===== src/rtl/neuron_mac_gen_if.sv =====
// Handshake and configuration bus of a single MAC neuron.
// master drives writes, activations and out_ready; slave is the neuron.
interface neuron_mac_gen_if #(
  parameter int DATA_WIDTH = 16
);
  logic                         weight_valid;
  logic                         bias_valid;
  logic [31:0]                  weight_value;
  logic [31:0]                  bias_value;
  logic [31:0]                  config_layer_num;
  logic [31:0]                  config_neuron_num;
  logic                         act_sel;
  logic signed [DATA_WIDTH-1:0] in_data;
  logic                         in_valid;
  logic                         in_ready;
  logic signed [DATA_WIDTH-1:0] out_data;
  logic                         out_valid;
  logic                         out_ready;

  modport master (
    output weight_valid, bias_valid, weight_value, bias_value,
           config_layer_num, config_neuron_num, act_sel,
           in_data, in_valid, out_ready,
    input  in_ready, out_data, out_valid
  );

  modport slave (
    input  weight_valid, bias_valid, weight_value, bias_value,
           config_layer_num, config_neuron_num, act_sel,
           in_data, in_valid, out_ready,
    output in_ready, out_data, out_valid
  );
endinterface


===== src/rtl/neuron_mac_gen.sv =====
// Fixed-point neuron: streams NUM_WEIGHT inputs through a pipelined saturating
// MAC, adds a bias, applies ReLU or linear activation and holds the result.
module neuron_mac_gen #(
  parameter int LAYER_NO   = 1,
  parameter int NEURON_NO  = 0,
  parameter int NUM_WEIGHT = 30,
  parameter int DATA_WIDTH = 16,
  parameter int FRAC_BITS  = 8
) (
  input logic             clk,
  input logic             rst,
  neuron_mac_gen_if.slave bus
);

  localparam int AW = 2 * DATA_WIDTH;
  localparam int CW = (NUM_WEIGHT > 1) ? $clog2(NUM_WEIGHT) : 1;
  localparam logic [CW-1:0] LAST = CW'(NUM_WEIGHT - 1);
  localparam logic signed [AW-1:0] ACC_MAX = {1'b0, {(AW-1){1'b1}}};
  localparam logic signed [AW-1:0] ACC_MIN = {1'b1, {(AW-1){1'b0}}};
  localparam logic signed [DATA_WIDTH-1:0] OUT_MAX = {1'b0, {(DATA_WIDTH-1){1'b1}}};
  localparam logic signed [DATA_WIDTH-1:0] OUT_MIN = {1'b1, {(DATA_WIDTH-1){1'b0}}};

  typedef enum logic [2:0] {IDLE, ACCUM, DRAIN, BIAS, OUT} state_t;

  state_t                       state, state_next;
  logic signed [DATA_WIDTH-1:0] weight_mem [NUM_WEIGHT];
  logic signed [DATA_WIDTH-1:0] bias_reg;
  logic [CW-1:0]                wptr, count;
  logic                         drain_cnt;
  logic signed [AW-1:0]         prod, acc, bias_ext;
  logic                         prod_valid;
  logic                         cfg_hit, weight_we, bias_we, accept, out_fire;
  logic signed [DATA_WIDTH-1:0] result, out_data_q;
  logic                         out_valid_q;

  function automatic logic signed [AW-1:0] sat_add(input logic signed [AW-1:0] a,
                                                   input logic signed [AW-1:0] b);
    logic [AW:0] s;
    s = {a[AW-1], a} + {b[AW-1], b};
    if (s[AW] != s[AW-1]) return s[AW] ? ACC_MIN : ACC_MAX;
    return s[AW-1:0];
  endfunction

  assign cfg_hit   = (bus.config_layer_num == 32'(LAYER_NO)) &&
                     (bus.config_neuron_num == 32'(NEURON_NO));
  assign weight_we = rst && bus.weight_valid && cfg_hit;
  assign bias_we   = rst && bus.bias_valid && cfg_hit;

  assign bus.in_ready  = rst && (state == IDLE || state == ACCUM);
  assign accept        = bus.in_valid && bus.in_ready;
  assign out_fire      = (state == OUT) && out_valid_q && bus.out_ready;
  assign bus.out_valid = out_valid_q;
  assign bus.out_data  = out_data_q;

  assign bias_ext = {{(AW-DATA_WIDTH){bias_reg[DATA_WIDTH-1]}}, bias_reg} <<< FRAC_BITS;

  // Coefficient storage survives reset; only the write pointer is cleared.
  always_ff @(posedge clk) begin
    if (weight_we) weight_mem[wptr] <= bus.weight_value[DATA_WIDTH-1:0];
    if (bias_we)   bias_reg         <= bus.bias_value[DATA_WIDTH-1:0];
  end

  always_ff @(posedge clk) begin
    if (!rst) begin
      wptr <= '0;
    end else if (weight_we) begin
      wptr <= (wptr == LAST) ? '0 : wptr + 1'b1;
    end
  end

  always_ff @(posedge clk) begin
    if (!rst) state <= IDLE;
    else      state <= state_next;
  end

  always_comb begin
    state_next = state;
    unique case (state)
      IDLE:    if (accept) state_next = (count == LAST) ? DRAIN : ACCUM;
      ACCUM:   if (accept && count == LAST) state_next = DRAIN;
      DRAIN:   if (drain_cnt) state_next = BIAS;
      BIAS:    state_next = OUT;
      OUT:     if (out_fire) state_next = IDLE;
      default: state_next = IDLE;
    endcase
  end

  // Take bits [DATA_WIDTH+FRAC_BITS-1:FRAC_BITS]; anything above must be pure sign.
  always_comb begin
    result = acc[DATA_WIDTH+FRAC_BITS-1:FRAC_BITS];
    if (acc[AW-1:DATA_WIDTH+FRAC_BITS-1] != '0 &&
        acc[AW-1:DATA_WIDTH+FRAC_BITS-1] != '1)
      result = acc[AW-1] ? OUT_MIN : OUT_MAX;
    if (!bus.act_sel && result[DATA_WIDTH-1])
      result = '0;
  end

  always_ff @(posedge clk) begin
    if (!rst) begin
      acc         <= '0;
      count       <= '0;
      prod        <= '0;
      prod_valid  <= 1'b0;
      drain_cnt   <= 1'b0;
      out_valid_q <= 1'b0;
      out_data_q  <= '0;
    end else begin
      prod_valid <= accept;
      drain_cnt  <= (state == DRAIN) ? ~drain_cnt : 1'b0;
      if (accept) begin
        prod  <= AW'(bus.in_data) * AW'(weight_mem[count]);
        count <= (count == LAST) ? '0 : count + 1'b1;
      end
      // The last product lands during DRAIN, so it never collides with the bias add.
      if (out_fire) begin
        acc         <= '0;
        count       <= '0;
        out_valid_q <= 1'b0;
      end else if (state == BIAS) begin
        acc <= sat_add(acc, bias_ext);
      end else if (prod_valid) begin
        acc <= sat_add(acc, prod);
      end
      if (state == OUT && !out_valid_q) begin
        out_valid_q <= 1'b1;
        out_data_q  <= result;
      end
    end
  end

endmodule


===== src/flat_wrapper.sv =====
// flat-port wrapper written by rule: the top's interface ports become plain ports
module neuron_mac_gen_flat 
#(
  parameter int LAYER_NO   = 1,
  parameter int NEURON_NO  = 0,
  parameter int NUM_WEIGHT = 30,
  parameter int DATA_WIDTH = 16,
  parameter int FRAC_BITS  = 8
)
  (clk, rst, bus_weight_valid, bus_bias_valid, bus_weight_value, bus_bias_value, bus_config_layer_num, bus_config_neuron_num, bus_act_sel, bus_in_data, bus_in_valid, bus_out_ready, bus_in_ready, bus_out_data, bus_out_valid);
  neuron_mac_gen_if #(.DATA_WIDTH(DATA_WIDTH)) bus_i ();
  input logic clk;
  input logic rst;
  input wire logic [$bits(bus_i.weight_valid)-1:0] bus_weight_valid;
  input wire logic [$bits(bus_i.bias_valid)-1:0] bus_bias_valid;
  input wire logic [$bits(bus_i.weight_value)-1:0] bus_weight_value;
  input wire logic [$bits(bus_i.bias_value)-1:0] bus_bias_value;
  input wire logic [$bits(bus_i.config_layer_num)-1:0] bus_config_layer_num;
  input wire logic [$bits(bus_i.config_neuron_num)-1:0] bus_config_neuron_num;
  input wire logic [$bits(bus_i.act_sel)-1:0] bus_act_sel;
  input wire logic [$bits(bus_i.in_data)-1:0] bus_in_data;
  input wire logic [$bits(bus_i.in_valid)-1:0] bus_in_valid;
  input wire logic [$bits(bus_i.out_ready)-1:0] bus_out_ready;
  output wire logic [$bits(bus_i.in_ready)-1:0] bus_in_ready;
  output wire logic [$bits(bus_i.out_data)-1:0] bus_out_data;
  output wire logic [$bits(bus_i.out_valid)-1:0] bus_out_valid;
  assign bus_i.weight_valid = bus_weight_valid;
  assign bus_i.bias_valid = bus_bias_valid;
  assign bus_i.weight_value = bus_weight_value;
  assign bus_i.bias_value = bus_bias_value;
  assign bus_i.config_layer_num = bus_config_layer_num;
  assign bus_i.config_neuron_num = bus_config_neuron_num;
  assign bus_i.act_sel = bus_act_sel;
  assign bus_i.in_data = bus_in_data;
  assign bus_i.in_valid = bus_in_valid;
  assign bus_i.out_ready = bus_out_ready;
  assign bus_in_ready = bus_i.in_ready;
  assign bus_out_data = bus_i.out_data;
  assign bus_out_valid = bus_i.out_valid;
  neuron_mac_gen #(.LAYER_NO(LAYER_NO), .NEURON_NO(NEURON_NO), .NUM_WEIGHT(NUM_WEIGHT), .DATA_WIDTH(DATA_WIDTH), .FRAC_BITS(FRAC_BITS)) u_core (.clk(clk), .rst(rst), .bus(bus_i));
endmodule

===== config.mk =====
export PLATFORM = sky130hd
export DESIGN_NAME = neuron_mac_gen_flat
export DESIGN_NICKNAME = d
export VERILOG_FILES = /design/src/rtl/neuron_mac_gen_if.sv /design/src/rtl/neuron_mac_gen.sv /design/src/flat_wrapper.sv
export SDC_FILE = /design/constraint.sdc
export NUM_CORES = 2
export LEC_CHECK = 0
export BUFFER_PORTS_ARGS = -buffer_cell sky130_fd_sc_hd__buf_4
export CAP_MARGIN = 20
export CORE_MARGIN = 4
export CORE_UTILIZATION = 55
export CTS_CLUSTER_SIZE = 25
export DETAILED_ROUTE_END_ITERATION = 6
export PLACE_DENSITY = 0.73
export REMOVE_ABC_BUFFERS = 1
export SLEW_MARGIN = 20
export SYNTH_ARGS = -nofsm -noshare
export SYNTH_HDL_FRONTEND = slang
export SYNTH_SLANG_ARGS = --single-unit

===== constraint.sdc =====
create_clock -name clk -period 13.1 [get_ports clk]
set_input_delay 0.655 -clock clk [delete_from_list [all_inputs] [get_ports clk]]
set_output_delay 0.655 -clock clk [all_outputs]
set_load 0.05 [all_outputs]

==> reports/results.ini <==
[grt]
grt_pass1_wl_um=130000
grt.total_usage_pct=24.6
grt_max_degree=91
antenna_found_initial=0
grt.overflow.total=0
grt_pass1_vias=23300

[critical_path]
required_ns=13.57
crit_top_cell=fa_1
cp_max_fo=57
crit_slowest_cell=dfxtp_4
critPathArrivalTime_ns=9.57
startpoint_type=flip-flop
endpoint_kind=flip-flop
critical_path.top_delay_family=adder cells
r2r_cells=27
cpPeakStageDelay_ns=0.87
worstSetupPathType=reg2reg
path_buf_inv=6
worst-path-stages=27

[pwr]
netSwitchingFraction_pct=40.8
p_seq_share_pct=24.0
pwr-share-clk_pct=18.3
leakagePower_nw=15.2
p_int_mw=5.35
ir_worst_vdd_v=0.000415
pwr_density_cell_nw_per_um2=229
switchingPower_mw=3.69
power_frac_comb_pct=57.7

[cells_and_area]
final_nets=3392
antennaDiodeCount=0
syn_to_final_growth_pct=11.3
regMostFlops=u_core.weight_mem
largest_register_ff_count=480
top_regs=u_core.weight_mem x480, u_core.acc x32, u_core.prod x32
layout_common_cells=edfxtp_1 (496), inv_1 (339), fa_1 (264), buf_4 (184), nand2_1 (154)
drive_gt1_share_pct=16.1
final_common_cell=edfxtp_1

[logic_synthesis]
yosysSeqAreaShare_pct=47.7
synth_edf_count=496
synthDistinctLibCells=69
ys.flop_type=edfxtp_1
avgSynthCellArea_um2=13.2
ys_warn_count=0
synth_cells=2688
ys_ff_latch=597
postSynth.asyncResetShare_pct=0
synth_area_um2=35500

[clocking]
cts.sinks=597
numCtsBuffers=59
cts-resized-gates=0
clkLatencyLatePin_ns=0.64
cts_tree=built
htree_levels=2
cts.path.max_buffers=3
cts.reportedPaths.clkPinSlew_ns=0.06
cts_setup_buffers=0
cts_hold_buf=0
ctsRootBufferMaster=clkbuf_16

[floorplan]
die_h_um=262
start_util_pct=55.9
ioPinCount=169
die_w_um=262
core_area_um2=63400
die_area_um2=68600
num_rows=92

[timing]
finalHoldViolCount=0
maxSlewHeadroom_pct=32.8
fmax_mhz=110
timing.setup.tns_ns=0
final_max_slew_viol_count=0
tightest_slew_ns=1.01
worst_hold_slack_ns=0.220
rsz0062_at_grt=false
period_share_pct=69.4
period_minus_slack_ns=9.09
final-setup-viol-count=0
fin_worst_skew_ns=0.0317

[drt]
drt.antenna.violating_nets=0
routed_wirelength_um=82600
dr.first_iter.drc_count=1709
wl_per_cell_um=22.2
via_count=21900
drt_pre_antenna_iters=5
routed_via_density=5.88
route.detailed.drc=0

[place]
dp_hpwl_um=54400
gp_congestion=0.881
port-buffer-count=136

[status]
status=finished, final reports clean

[hold_path]
holdPathStages=1
holdCritPathClass=in2reg

[job]
cap_violations=0

-- power groups by stage --
stage,Clock [mW],Sequential (mW),Combinational [mW]
finish,1.66,2.17,5.22
global route,1.77,2.17,5.95
CTS,1.68,2.17,5.29
detailed placement,0,2.21,5.25
global placement,0,2.21,5.09
floorplan,0,2.20,4.10
-- per-stage QoR --
| step | util [%] | setup slack, ns | instance area [um2] | total power [mW] | std cells |
|---|---|---|---|---|---|
| 2_1_floorplan | - | 0.772 | 35000 | 6.30 | 2586 |
| 3_5_place_dp | 59.2 | 3.93 | 37500 | 7.46 | 3617 |
| 3_3_place_gp | 59.2 | 4.08 | 37500 | 7.30 | 3617 |
| 5_1_grt | 62.2 | 3.40 | 39500 | 9.89 | 3725 |
| 4_1_cts | 62.2 | 3.93 | 39400 | 9.14 | 3725 |
| 6_report | 62.2 | 4.01 | 39500 | 9.04 | 3725 |
-- final timing paths --
kind / end / from / slack (ns)
hold reg to reg: u_core.drain_cnt$_SDFF_PN0_ / u_core.drain_cnt$_SDFF_PN0_ / 0.45
setup reg to reg: u_core.prod[29]$_SDFFE_PN0P_ / flip-flop / 4.01
setup / recovery: u_core.prod[29]$_SDFFE_PN0P_ / flip-flop / 4.01
hold / removal: u_core.bias_reg[8]$_DFFE_PP_ / bus_bias_value[8] / 0.22
-- per-layer routing --
layer / up-vias / global-route usage, % / wire [um]
met5: - / 0 / 0
met4: 0 / 7.02 / 2250
met3: 165 / 3.17 / 4470
met2: 737 / 45.4 / 44600
met1: 11200 / 30.6 / 31400
li1: 9762 / - / -
-- synthesized netlist by cell type, types with 31 or more instances --
library cell / count / area [um2]
edfxtp_1: 496 / 14900
inv_1: 339 / 1270
fa_1: 264 / 5290
nand2_1: 155 / 582
ha_1: 145 / 1810
mux4_2: 144 / 3240
nor2b_1: 120 / 751
a21oi_1: 110 / 551
o21ai_0: 107 / 536
dfxtp_1: 101 / 2020
nor2_1: 99 / 372
clkbuf_1: 71 / 267
xnor2_1: 56 / 490
nand3_1: 53 / 265
nand2b_1: 47 / 294
a21o_1: 42 / 315
and2_1: 34 / 213
xor2_1: 31 / 272
-- cell type report --
| type | count | area (um2) |
|---|---|---|
| Sequential cell | 597 | 16900 |
| Fill cell | 4645 | 24000 |
| Clock buffer | 84 | 1620 |
| Inverter | 340 | 1280 |
| Timing Repair Buffer | 185 | 1400 |
| Multi-Input combinational cell | 1649 | 16900 |
| Tap cell | 846 | 1060 |
| Clock inverter | 24 | 298 |
-- kinds of logic after synthesis --
logic type | synth area share, %
DFF | 47.7
and+or+nand+nor | 8.52
xor gates and xnor gates | 2.15
muxes | 10.2
buffers and inverters | 4.74
AOI/OAI and AO/OA | 6.61
adders and majority gates | 20.0
Note: power is estimated with default switching activity, not from simulation.
